--- config.mk ---
export PLATFORM = sky130hd
export DESIGN_NAME = ad7276_emulator_flat
export DESIGN_NICKNAME = d
export VERILOG_FILES = /design/src/rtl/ad7276_emu_pkg.sv /design/src/rtl/ad7276_emulator_if.sv /design/src/rtl/ad7276_emu_sync.sv /design/src/rtl/ad7276_emulator.sv /design/src/flat_wrapper.sv
export SDC_FILE = /design/constraint.sdc
export NUM_CORES = 1
export LEC_CHECK = 0
export CAP_MARGIN = 20
export CORE_ASPECT_RATIO = 1.5
export CORE_MARGIN = 3
export CORE_UTILIZATION = 25
export CTS_BUF_LIST = sky130_fd_sc_hd__clkbuf_16
export DETAILED_ROUTE_END_ITERATION = 10
export HOLD_SLACK_MARGIN = 0.02
export PLACE_DENSITY = 0.51
export SLEW_MARGIN = 20
export SYNTH_ARGS = -nofsm -noshare
export SYNTH_HDL_FRONTEND = slang
export SYNTH_SLANG_ARGS = --single-unit
--- constraint.sdc ---
create_clock -name clk -period 6.4 [get_ports clk]
set_input_delay 1.28 -clock clk [delete_from_list [all_inputs] [get_ports clk]]
set_output_delay 1.28 -clock clk [all_outputs]
set_load 0.02 [all_outputs]
--- src/rtl/ad7276_emu_pkg.sv ---
// ad7276_emu_pkg: shared configuration, types and helpers for the AD7276
// dual-channel ADC emulator.
//   ADC_LENGTH   data bits per channel (MSB first on the wire)
//   FRAME_BITS   sclk falling edges per frame
//   SYNC_STAGES  synchronizer depth on cs_n and sclk (>= 2)
//   AXIS_BYTES   sample-stream data width in bytes (>= 4)
package ad7276_emu_pkg;

  localparam int ADC_LENGTH  = 12;
  localparam int FRAME_BITS  = 16;
  localparam int SYNC_STAGES = 2;
  localparam int AXIS_BYTES  = 4;

  localparam int LEAD_ZEROS  = 2;
  localparam int TRAIL_ZEROS = FRAME_BITS - LEAD_ZEROS - ADC_LENGTH;

  // Bit counter must be able to hold FRAME_BITS itself.
  function automatic int cnt_width(input int bits);
    return $clog2(bits + 1);
  endfunction

  localparam int CNT_W = cnt_width(FRAME_BITS);

  typedef enum logic [1:0] {
    IDLE,
    SHIFT,
    DONE
  } state_t;

  typedef struct packed {
    logic [ADC_LENGTH-1:0] b;
    logic [ADC_LENGTH-1:0] a;
  } sample_t;

  // Frame layout: LEAD_ZEROS zeros, the data word MSB first, then zeros.
  function automatic logic [FRAME_BITS-1:0] frame_word(input logic [ADC_LENGTH-1:0] d);
    return FRAME_BITS'(d) << TRAIL_ZEROS;
  endfunction

endpackage

--- src/rtl/ad7276_emulator_if.sv ---
// ad7276_emulator_if: AXI-Stream sample input for the AD7276 emulator.
//   tdata   [ADC_LENGTH-1:0] = channel A, [16+ADC_LENGTH-1:16] = channel B
//   tvalid  sample valid (master -> slave)
//   tready  emulator holding register empty (slave -> master)
interface ad7276_emulator_if;
  import ad7276_emu_pkg::*;

  logic [AXIS_BYTES*8-1:0] tdata;
  logic                    tvalid;
  logic                    tready;

  modport master (output tdata, output tvalid, input tready);
  modport slave  (input tdata, input tvalid, output tready);
endinterface

--- src/rtl/ad7276_emu_sync.sv ---
// ad7276_emu_sync: brings an asynchronous pin into the clk domain through
// STAGES flops, then one edge register, and produces single-cycle edge pulses.
//   clk, sreset  system clock, synchronous active-high reset
//   async_in     asynchronous pin
//   rise, fall   one-cycle pulses, STAGES clk after the pin edge
// RESET_VAL is the pin's idle level so that leaving reset creates no edge.
module ad7276_emu_sync #(
  parameter int   STAGES    = 2,
  parameter logic RESET_VAL = 1'b1
) (
  input  logic clk,
  input  logic sreset,
  input  logic async_in,
  output logic rise,
  output logic fall
);

  logic [STAGES-1:0] sync_q;
  logic              prev_q;

  // NOTE: registers take non-blocking assignments so every flop samples the
  // pre-edge value of its neighbour; blocking here would collapse the chain.
  always_ff @(posedge clk) begin
    if (sreset) begin
      sync_q <= {STAGES{RESET_VAL}};
      prev_q <= RESET_VAL;
    end else begin
      sync_q <= {sync_q[STAGES-2:0], async_in};
      prev_q <= sync_q[STAGES-1];
    end
  end

  assign rise = sync_q[STAGES-1] & ~prev_q;
  assign fall = ~sync_q[STAGES-1] & prev_q;

endmodule

--- src/rtl/ad7276_emulator.sv ---
// ad7276_emulator: dual-channel AD7276 serial-ADC responder. Samples arrive on
// an AXI-Stream slave; an external cs_n/sclk master reads AD7276-format frames
// on two data lines (one per channel) sharing one chip select.
//   clk, sreset       100 MHz system clock, synchronous active-high reset
//   s_axis            sample stream (slave modport)
//   pattern_en        only with AD7276_EMU_TEST_PATTERN_EN: counter test pattern
//   cs_n, sclk        asynchronous master pins
//   sdata_a/b         serial data, MSB first, updated after each sclk fall
//   sdata_oe          1 = drive the sdata pins, 0 = three-state
//   frame_active      high from CS fall to CS rise
//   underrun          1-cycle pulse: frame loaded the previous sample again
//   aborted           1-cycle pulse: CS rose before the frame was complete
//   frame_count       completed frames, wrapping
// Build option: define AD7276_EMU_TEST_PATTERN_EN to add the pattern_en input.
module ad7276_emulator
  import ad7276_emu_pkg::*;
(
  input  logic                  clk,
  input  logic                  sreset,
  ad7276_emulator_if.slave      s_axis,
`ifdef AD7276_EMU_TEST_PATTERN_EN
  input  logic                  pattern_en,
`endif
  input  logic                  cs_n,
  input  logic                  sclk,
  output logic                  sdata_a,
  output logic                  sdata_b,
  output logic                  sdata_oe,
  output logic                  frame_active,
  output logic                  underrun,
  output logic                  aborted,
  output logic [31:0]           frame_count
);

  logic cs_rise, cs_fall, sclk_fall, unused_sclk_rise;

  ad7276_emu_sync #(.STAGES(SYNC_STAGES), .RESET_VAL(1'b1)) u_cs_sync (
    .clk(clk), .sreset(sreset), .async_in(cs_n), .rise(cs_rise), .fall(cs_fall)
  );

  ad7276_emu_sync #(.STAGES(SYNC_STAGES), .RESET_VAL(1'b0)) u_sclk_sync (
    .clk(clk), .sreset(sreset), .async_in(sclk), .rise(unused_sclk_rise), .fall(sclk_fall)
  );

  state_t                state;
  logic [FRAME_BITS-1:0] shift_a, shift_b;
  logic [CNT_W-1:0]      bit_cnt;
  logic                  hold_valid, tready_q;
  sample_t               hold, last;
`ifdef AD7276_EMU_TEST_PATTERN_EN
  logic [ADC_LENGTH-1:0] pat_cnt;
`endif

  // Only the two channel fields of tdata carry information.
  logic    unused_tdata;
  sample_t beat;
  assign unused_tdata = ^s_axis.tdata;
  assign beat.a = s_axis.tdata[ADC_LENGTH-1:0];
  assign beat.b = s_axis.tdata[16 +: ADC_LENGTH];

  logic    accept, load, starve, hold_valid_next;
  sample_t load_data;

  // NOTE: every combinational output gets a default before any branch, so
  // no path leaves a value unassigned and no latch is inferred.
  always_comb begin
    accept    = s_axis.tvalid && tready_q;
    load      = (state == IDLE) && cs_fall;
    starve    = 1'b0;
    load_data = last;
    // Accepting implies the hold register is empty, so bypass is safe.
    if (accept) begin
      load_data = beat;
    end else if (hold_valid) begin
      load_data = hold;
    end else begin
      starve = 1'b1;
    end
`ifdef AD7276_EMU_TEST_PATTERN_EN
    if (pattern_en) begin
      load_data.a = pat_cnt;
      load_data.b = ~pat_cnt;
      starve      = 1'b0;
    end
`endif
    hold_valid_next = load ? 1'b0 : (hold_valid || accept);
  end

  always_ff @(posedge clk) begin
    if (sreset) begin
      state        <= IDLE;
      shift_a      <= '0;
      shift_b      <= '0;
      bit_cnt      <= '0;
      hold_valid   <= 1'b0;
      tready_q     <= 1'b0;
      hold         <= '0;
      last         <= '0;
      sdata_oe     <= 1'b0;
      frame_active <= 1'b0;
      underrun     <= 1'b0;
      aborted      <= 1'b0;
      frame_count  <= '0;
`ifdef AD7276_EMU_TEST_PATTERN_EN
      pat_cnt      <= '0;
`endif
    end else begin
      // tready registered from the next hold state: low during reset, high
      // on the first cycle after it, and always equal to !hold_valid.
      hold_valid <= hold_valid_next;
      tready_q   <= !hold_valid_next;
      if (accept && !load) hold <= beat;
      underrun   <= 1'b0;
      aborted    <= 1'b0;

      case (state)
        IDLE: begin
          if (cs_fall) begin
            shift_a      <= frame_word(load_data.a);
            shift_b      <= frame_word(load_data.b);
            bit_cnt      <= '0;
            sdata_oe     <= 1'b1;
            frame_active <= 1'b1;
            underrun     <= starve;
            last         <= load_data;
`ifdef AD7276_EMU_TEST_PATTERN_EN
            pat_cnt      <= pat_cnt + 1'b1;
`endif
            state        <= SHIFT;
          end
        end
        SHIFT: begin
          // CS rise outranks a simultaneous sclk fall.
          if (cs_rise) begin
            sdata_oe     <= 1'b0;
            frame_active <= 1'b0;
            aborted      <= 1'b1;
            shift_a      <= '0;
            shift_b      <= '0;
            state        <= IDLE;
          end else if (sclk_fall) begin
            shift_a <= shift_a << 1;
            shift_b <= shift_b << 1;
            bit_cnt <= bit_cnt + 1'b1;
            if (bit_cnt == CNT_W'(FRAME_BITS - 1)) begin
              sdata_oe    <= 1'b0;
              frame_count <= frame_count + 32'd1;
              state       <= DONE;
            end
          end
        end
        DONE: begin
          if (cs_rise) begin
            frame_active <= 1'b0;
            state        <= IDLE;
          end
        end
        default: state <= IDLE;
      endcase
    end
  end

  assign s_axis.tready = tready_q;
  assign sdata_a       = shift_a[FRAME_BITS-1];
  assign sdata_b       = shift_b[FRAME_BITS-1];

endmodule

--- src/flat_wrapper.sv ---
// flat-port wrapper written by rule: the top's interface ports become plain ports
module ad7276_emulator_flat import ad7276_emu_pkg::*;
  (clk, sreset, cs_n, sclk, sdata_a, sdata_b, sdata_oe, frame_active, underrun, aborted, frame_count, s_axis_tdata, s_axis_tvalid, s_axis_tready);
  ad7276_emulator_if s_axis_i ();
  input  logic clk;
  input  logic sreset;
  input  logic cs_n;
  input  logic sclk;
  output logic sdata_a;
  output logic sdata_b;
  output logic sdata_oe;
  output logic frame_active;
  output logic underrun;
  output logic aborted;
  output logic [31:0] frame_count;
  input wire logic [$bits(s_axis_i.tdata)-1:0] s_axis_tdata;
  input wire logic [$bits(s_axis_i.tvalid)-1:0] s_axis_tvalid;
  output wire logic [$bits(s_axis_i.tready)-1:0] s_axis_tready;
  assign s_axis_i.tdata = s_axis_tdata;
  assign s_axis_i.tvalid = s_axis_tvalid;
  assign s_axis_tready = s_axis_i.tready;
  ad7276_emulator u_core (.clk(clk), .sreset(sreset), .s_axis(s_axis_i), .cs_n(cs_n), .sclk(sclk), .sdata_a(sdata_a), .sdata_b(sdata_b), .sdata_oe(sdata_oe), .frame_active(frame_active), .underrun(underrun), .aborted(aborted), .frame_count(frame_count));
endmodule
Word-level counts from Yosys, hierarchy flattened:

Index checks and enable logic that the tools add are counted.

* add/sub/neg operators: 2
* multipliers: 0
* div/mod/pow operators: 0
* magnitude comparators: 0
* eq/ne operators: 10
* shifts and indexed selects: 0
* mux-type cells: 30
* bitwise operators: 10
* reduce and logical (&&, ||, !) cells: 19

Operators with widths (number)
* $mux 16: 6
* $pmux 16 s2: 2
* $mux 24: 2
* $add 32x1->32 const B: 1
* $reduce_and 4->1: 4
* $mux 5: 3
* $mux 2: 5
* $pmux 5 s2: 1
* $mux 1: 8
* $ne 2x1->1 const B: 4
* $not 1->1: 7
* $ne 3x1->1 const B: 2
* $pmux 2 s3: 1
* $reduce_and 3->1: 2
* $add 5x1->5 const B: 1
* $eq 5x4->1 const B: 1
* $pmux 1 s2: 2
* $reduce_bool 2->1: 2
* $reduce_or 2->1: 2
* $reduce_or 4->1: 1
* $and 1x1->1: 3
* $logic_and 1x1->1: 3
* $eq 2x1->1 const B: 1
* $eq 2x2->1 const B: 1
* other kinds (5): 6

* register bits after elaboration: 131
* bits in latches: 0
* RAM bits: 0
* ROM bits: 0
* input bits: 37
* output and inout port bits: 39
* word-level logic and storage cells: 90
* memories kept: 0

Longest topological paths before layout:

Gate-level depths: netlist (run 1).

* depth after elaboration: 5
* mapped depth: 10
* mapped depth without buffers: 8

Cells and area by module:

Synthesis (run 1) repeated with hierarchy kept, for this count alone.

* cell total of the unflattened synthesis: 692
* area, all modules: 5698.0 um^2

Modules (own cells, without submodules)
* ad7276_emulator: instances 1, cells an instance 676, area each 5514.0 um^2, seq. area each 2422.3 um^2
* ad7276_emu_sync at u_core.u_cs_sync: instances 1, cells an instance 8, area each 92.6 um^2, seq. area each 60.1 um^2
* ad7276_emu_sync at u_core.u_sclk_sync: instances 1, cells an instance 8, area each 91.3 um^2, seq. area each 60.1 um^2

Worst setup path before layout (run 1):

Ideal clock, no wire load.

* kind: register -> register
* from: register u_core.bit_cnt[0]
* to: register u_core.frame_count[31]
* setup time: 0.070 ns
* arrival time: 2.343 ns
* required time: 6.330 ns
* setup slack: 3.987 ns
* cell stages (with the launch flop): 10
* path buffers: 1
* clock period less this slack: 2.413 ns
* cell sequence: dfxtp_1 > ha_1 > and3_1 > ha_1 > and3b_1 > buf_1 > nand4_2 > or4_4 > or3_1 > a21oi_1

* cells in the longest elaborated chain, start to end: 2

Ends and longest elaborated chain
* start, declared: line ad7276_emulator.sv:47 `logic [CNT_W-1:0] bit_cnt;`
* start signal, assigned: line ad7276_emulator.sv:144 `bit_cnt <= bit_cnt + 1'b1;`
* $eq 5x4->1: line ad7276_emulator.sv:145 `if (bit_cnt == CNT_W'(FRAME_BITS - 1)) begin`
* $reduce_and 4->1 (no line)
* end signal, assigned: line ad7276_emulator.sv:147 `frame_count <= frame_count + 32'd1;`
* end, declared: line ad7276_emulator.sv:32 `output logic [31:0] frame_count`

No other way between the ends.
A chain may end at the register's enable or synchronous reset.

Worst setup path after layout (run 1):

* from: input port s_axis_tvalid
* to: register u_core.last[14] in the netlist's numbering

* cells in the longest elaborated chain, start to end: 2

Ends and longest elaborated chain
* start, declared: line flat_wrapper.sv:17 `input wire logic [$bits(s_axis_i.tvalid)-1:0] s_axis_tvalid;`
* $logic_and 1x1->1: line ad7276_emulator.sv:67 `accept = s_axis.tvalid && tready_q;`
* $mux 24: line ad7276_emulator.sv:72 `if (accept) begin`
* end signal, assigned: line ad7276_emulator.sv:125 `last <= load_data;`
* end, declared: line ad7276_emulator.sv:49 `sample_t hold, last;`

No other way between the ends.

==> flow_summary.ini, run 1 <==
[status]
status = finished, final reports clean

[final_layout]
area_growth_pct = 25.3
multi_input_area_um2 = 2910
nets = 780
diodes = 0
ff_latch_area_um2 = 2540
final_cells = 1024
drive_gt1_frac = 0.0789
n_fill_cell = 2382

[cts]
cts.sinks = 127
clk_pin_slew_worst_paths_ns = 0.06
tritoncts.num_buffers = 17
ctsHoldBuffers = 0
htree_levels = 4
cts_root_buffer = clkbuf_16
insertion_delay_ns = 0.42
tritoncts = built
clockBufferDepth = 2
cts_resized = 0
post_cts_buffers = 0

[drt]
via_count = 5039
vias_per_cell = 4.92
drcViolationCount = 0
ant_nets = 0
drt_first_pass_iters = 7
drt_iter0_drc = 389
wl_per_cell_um = 15.1
wl_um = 15500

[sta]
hold_violations = 0
setup-violations-final = 0
fin_crit_sh = 0.527
min_period_ns = 3.37
drv_slew = 0
slew_headroom = 0.367
max_freq_mhz = 297
clock_skew_ns = 0.0120
rsz0062_at_grt = false
setup-tns-final_ns = 0
worst_pin_slew_ns = 0.948

[critical_path]
crit_buf_inv = 1
r2r_slack_ns = 3.60
cp-end-kind = register
cp-start-kind = primary input
worstPathArrival_ns = 3.69
required_ns = 6.72
r2r_end = u_core.frame_count[26]$_SDFFE_PP0P_
crit_chain = clkdlybuf4s50_1 -> nand2_2 -> nand2_1 -> o22ai_1 -> a211oi_1
r2r_cells = 8
critical-path-top-delay-family = simple AND/OR/NAND/NOR gates
worstPathMaxFanout = 40
reg2reg_from = u_core.bit_cnt[0]$_SDFFE_PP0P_
cp_slowest_stage_delay_ns = 0.90
path_class = primary input to register
critPathSlowestCell = nand2_1

[synthesis]
yosys.area.top_type = dfxtp_1
synth.top_cell.area_share = 0.444
async_reset_ff_frac = 0
yosysSeqAreaShare = 0.444
netlist_instances = 690
yosysMostFrequentCell = dfxtp_1
syn_avg_cell_area_um2 = 8.31
netlist_area_um2 = 5730
synth_edf_count = 0
synth.area.top_cells = dfxtp_1 44%, nor2_1 6.9%, a211oi_1 5.9%, a21oi_1 5.5%, nand2_1 4.8%
ys_seq_elements = 127
yosys_warnings = 0
ys_types = 50
syn_nets = 735
synth-main-ff-cell = dfxtp_1
synthTopCellsByCount = 127 x dfxtp_1, 106 x nor2_1, 74 x nand2_1

[min_path]
worstHoldStart = u_core.u_cs_sync.sync_q[0]$_SDFF_PP1_
hold_depth = 1
worstHoldEndpoint = u_core.u_cs_sync.sync_q[1]$_SDFF_PP1_
hp-class = register to register

[floorplanning]
ios = 76
die_h_um = 191
die_w_um = 130
coreArea_um2 = 22500
die-area_um2 = 24800
rows = 67
initial_utilization = 0.255

[pwr]
peakVddDrop_v = 0.000205
leakagePower_nw = 2.36
powerDensity_nw_per_um2 = 285

[global_routing]
globalRouteOverflowTotal = 0
grt_first_pass_wirelength_um = 25200
grt_max_degree = 69
grt_antenna_before_repair = 0
grt_use_total = 0.127
grt_pass1_vias = 4831

[placement]
numPortBuffers = 67
finalWeightedCongestion = 0.780
place.detailed.hpwl_um = 9930
dp_cells = 992

[job]
cap_viol_max_count = 0
## through the flow
stage / cell area [um2] / hold WS (ns) / util / power, W / setup slack (ns)
after floorplan: 5730 / 0.389 / - / 0.000999 / 3.99
after global placement: 6580 / 0.409 / 0.293 / 0.00107 / 2.64
after detailed placement: 6580 / 0.405 / 0.293 / 0.00107 / 2.63
after CTS: 7180 / 0.423 / 0.320 / 0.00208 / 3.05
after global routing: 7180 / 0.441 / 0.320 / 0.00213 / 2.81
final: 7180 / 0.414 / 0.320 / 0.00204 / 3.03
## sequential cells by signal, indices dropped and copies added (netlist names)
name	cells
u_core.u_cs_sync.prev_q	1
u_core.frame_count	32
u_core.hold_valid	1
u_core.u_sclk_sync.prev_q	1
u_core.s_axis.tready	1
u_core.sdata_oe	1
u_core.shift_a	14
u_core.shift_b	14
u_core.aborted	1
u_core.u_sclk_sync.sync_q	2
u_core.state	2
u_core.underrun	1
u_core.frame_active	1
u_core.u_cs_sync.sync_q	2
u_core.bit_cnt	5
u_core.last	24
u_core.hold	24
## cell usage in the layout, fill, tap and decap left out, types with 2 or more instances in the layout
cell and count:
dfxtp_1 127, nor2_1 105, nand2_1 73, clkdlybuf4s50_1 66, a21oi_1 63, a211oi_1 45
mux2i_1 25, o22ai_1 23, nor3_1 21, nand3_1 19, xnor2_1 19, clkbuf_16 17
or3_1 13, inv_1 12, o21ai_0 11, a222oi_1 11, buf_4 10, nor4_1 9
ha_1 8, or2_2 7, nand4_1 5, clkinv_4 5, inv_6 5, and3_1 4
nand2b_1 4, nor2b_1 4, and2_1 3, xor2_1 3, a22oi_1 2, nor3b_1 2
o21bai_1 2, o31ai_1 2, inv_8 2, bufinv_16 2
## final cells by class
cell class	instances	share of cell area
repair buffers	76	0.102
well taps	276	0.0481
multi-input cells	501	0.405
inverters	12	0.00627
flip-flops and latches	127	0.354
clock buffers	17	0.0592
clock inverters	15	0.0244
## layer usage
metal  global-route usage  part of all wire  vias up
li1                     -                 -     2540
met1                0.158              0.45     2373
met2                0.210              0.49      110
met3               0.0319             0.042       16
met4               0.0472             0.017        0
met5                    0                 0        -
## report_power, final
group	internal, W	leakage, nW	switching, W
registers	0.000818	1.03	0.0000171
clock network	0.000587	0.297	0.000404
logic	0.0000833	1.03	0.000135
total	0.00149	2.36	0.000556
## how the worst max path moves through the flow
| stage | startpoint | end | slack [ns] | cells past startpoint |
|---|---|---|---|---|
| after floorplan | u_core.bit_cnt[0]$_SDFFE_PP0P_ | u_core.frame_count[31]$_SDFFE_PP0P_ | 3.99 | 9 |
| after global placement | s_axis_tvalid | u_core.last[19]$_SDFFE_PP0P_ | 2.64 | 5 |
| after detailed placement | s_axis_tvalid | u_core.last[6]$_SDFFE_PP0P_ | 2.63 | 5 |
| after CTS | s_axis_tvalid | u_core.last[14]$_SDFFE_PP0P_ | 3.05 | 5 |
| after global routing | s_axis_tvalid | u_core.last[16]$_SDFFE_PP0P_ | 2.81 | 5 |
| final | s_axis_tvalid | u_core.last[14]$_SDFFE_PP0P_ | 3.03 | 5 |
## cell families (layout without fill, tap and decap cells)
logic type,Yosys count,in the layout,share of synthesized area
AOI/OAI and AO/OA,163,163,0.181
DFF,127,127,0.444
and+or+nand+nor,283,283,0.230
buffers and inverters,62,120,0.0502
xor gates and xnor gates,22,22,0.0336
muxes,25,25,0.0437
adders and majority gates,8,8,0.0175
## worst reg2reg max path, delay by kind of cell (launching register included)
family | cells | cell delay (ns)
AO/OA/AOI/OAI | 1 | 0.14
AND/OR/NAND/NOR | 5 | 1.88
flip-flops | 1 | 0.38
adder cells (fa/ha/maj) | 2 | 0.32
Power figures use the tool's default switching activity.
==> run 2, diff against run 1 <==
Settings changed: PLACE_DENSITY 0.51 to 0.52.
Clock period 6.4 ns to 3 ns, I/O delays scaled along.
==> run 2 against run 1 <==
Compared with the run above: register-to-register slack got worse by 3.2 ns; cell count rose by 1.1%; flip-flop and latch count unchanged; core utilization is 0.45 points higher; hold slack got worse by 0.0053 ns; clock skew shrank 0.0050 ns; clock-buffer cell count is the same; first-iteration DRC count fell by 5.7%; global-route usage increased by 0.17 points; via count is 0.26% higher; critical path type is now register to register; critical endpoint is now u_core.frame_count[26]$_SDFFE_PP0P_; largest cell class unchanged.
==> flow_summary.ini, run 2 (synthesized netlist as in run 1, its figures left out) <==
[critical_path]
worstPathArrival_ns = 2.96
cp-end-kind = register
path_class = register to register
cp-start-kind = register
cp_slowest_stage_delay_ns = 0.56
crit_top_cell = ha_1
crit_chain = ha_1 -> and3_1 -> ha_1 -> and3b_1 -> nand3_1 -> or3_1 -> or4_1 -> a21oi_1
r2r_slack_ns = 0.39
reg2reg_from = u_core.bit_cnt[0]$_SDFFE_PP0P_
critPathSlowestCell = or3_1
r2r_cells = 8
r2r_end = u_core.frame_count[26]$_SDFFE_PP0P_
required_ns = 3.35
worstPathMaxFanout = 11

[global_routing]
grt_first_pass_wirelength_um = 25600
globalRouteOverflowTotal = 0
grt_max_degree = 68
grt_antenna_before_repair = 0
grt_pass1_vias = 4958
grt_use_total = 0.129

[placement]
finalWeightedCongestion = 0.730
numPortBuffers = 67
place_area_um2 = 6690
place.detailed.hpwl_um = 10300
dp_slack_ns = 0.393

[floorplanning]
die_w_um = 130
die_h_um = 191
rows = 67
initial_utilization = 0.255
die-area_um2 = 24800
coreArea_um2 = 22500
ios = 76

[sta]
min_period_ns = 2.61
drv_slew = 0
fin_crit_sh = 0.872
slew_headroom = 0.455
whs_ns = 0.409
worst_pin_slew_ns = 0.814
setup-violations-final = 0
clock_skew_ns = 0.00691
worst_slack_ns = 0.385
hold_violations = 0
setup-tns-final_ns = 0
rsz0062_at_grt = false
max_freq_mhz = 382

[min_path]
hold_depth = 1
hp-class = register to register
worstHoldStart = u_core.u_cs_sync.sync_q[0]$_SDFF_PP1_
worstHoldEndpoint = u_core.u_cs_sync.sync_q[1]$_SDFF_PP1_

[drt]
wl_um = 15600
vias_per_cell = 4.88
via_count = 5052
wl_per_cell_um = 15.1
drt_first_pass_iters = 4
ant_nets = 0
drt_iter0_drc = 367
drcViolationCount = 0

[final_layout]
area_growth_pct = 27.1
layout_commonest_cell = dfxtp_1
drive_gt1_frac = 0.0870
final_area_um2 = 7280
diodes = 0
largest_register_ffs = 32
final_cell_mix = 127 x dfxtp_1, 105 x nor2_1, 73 x nand2_1
top_regs = u_core.frame_count (32), u_core.hold (24), u_core.last (24)
top_register = u_core.frame_count
nets = 791

[cts]
clk_pin_slew_worst_paths_ns = 0.06
clockBufferDepth = 2
tritoncts.num_buffers = 17
ctsHoldBuffers = 0
cts_root_buffer = clkbuf_16
insertion_delay_ns = 0.41
cts_resized = 0
tritoncts = built
cts.sinks = 127
post_cts_buffers = 0
htree_levels = 4

[pwr]
p_int_w = 0.00324
powerDensity_nw_per_um2 = 599
p_switching_w = 0.00112
p_clk_frac = 0.480
switching_share = 0.257
comb_power_share = 0.110
peakVddDrop_v = 0.000370
pwr-share-seq = 0.410
leakagePower_nw = 2.39

[job]
cap_viol_max_count = 0

[status]
status = finished, final reports clean
run 2: cell types whose count changed in the layout (fill, tap and decap cells not counted), sizes merged:
cell and change:
buf +11, clkinvlp +5, inv -5, bufinv +1
clkinv -1
run 2: final cells by class:
type	count	area, um2
Inverter	12	45.0
Clock buffer	17	425
Timing Repair Buffer	87	843
Clock inverter	15	169
Sequential cell	127	2540
Fill cell	2392	15200
Tap cell	276	345
Multi-Input combinational cell	501	2910
run 2: worst max-delay path by stage:
stage,startpoint,endpoint,cells past startpoint,slack (ns)
floorplan,u_core.bit_cnt[0]$_SDFFE_PP0P_,u_core.frame_count[31]$_SDFFE_PP0P_,9,0.59
global placement,u_core.bit_cnt[0]$_SDFFE_PP0P_,u_core.frame_count[26]$_SDFFE_PP0P_,8,0.41
detailed placement,u_core.bit_cnt[0]$_SDFFE_PP0P_,u_core.frame_count[26]$_SDFFE_PP0P_,8,0.39
CTS,u_core.bit_cnt[0]$_SDFFE_PP0P_,u_core.frame_count[26]$_SDFFE_PP0P_,8,0.36
global route,u_core.bit_cnt[0]$_SDFFE_PP0P_,u_core.frame_count[26]$_SDFFE_PP0P_,8,0.20
finish,u_core.bit_cnt[0]$_SDFFE_PP0P_,u_core.frame_count[26]$_SDFFE_PP0P_,8,0.39
run 2: per-stage QoR:
step	instances	util	power, W
finish	1035	0.324	0.00436
global route	1035	0.324	0.00456
CTS	1035	0.324	0.00442
detailed placement	1003	0.298	0.00231
global placement	1003	0.298	0.00231
floorplan	690	-	0.00213
run 2: worst max-delay path, delay by kind of cell, from the launching register on:
family / cells / cell delay (ns)
fa+ha+maj: 2 / 0.31
flops: 1 / 0.37
compound gates: 1 / 0.14
simple gates: 5 / 1.72
run 2: routing by layer:
metal | GRT usage | vias to the layer above | wire, um
li1 | - | 2554 | -
met5 | 0 | - | 0
met3 | 0.0327 | 18 | 658
met2 | 0.208 | 98 | 7480
met1 | 0.165 | 2382 | 7200
met4 | 0.0460 | 0 | 246
run 2: power by group through the flow:
stage / Combinational (W) / Clock, W / Sequential (W)
finish: 0.000481 / 0.00209 / 0.00179
global route: 0.000536 / 0.00223 / 0.00180
CTS: 0.000488 / 0.00215 / 0.00179
detailed placement: 0.000485 / 0 / 0.00182
global placement: 0.000483 / 0 / 0.00182
floorplan: 0.000313 / 0 / 0.00182
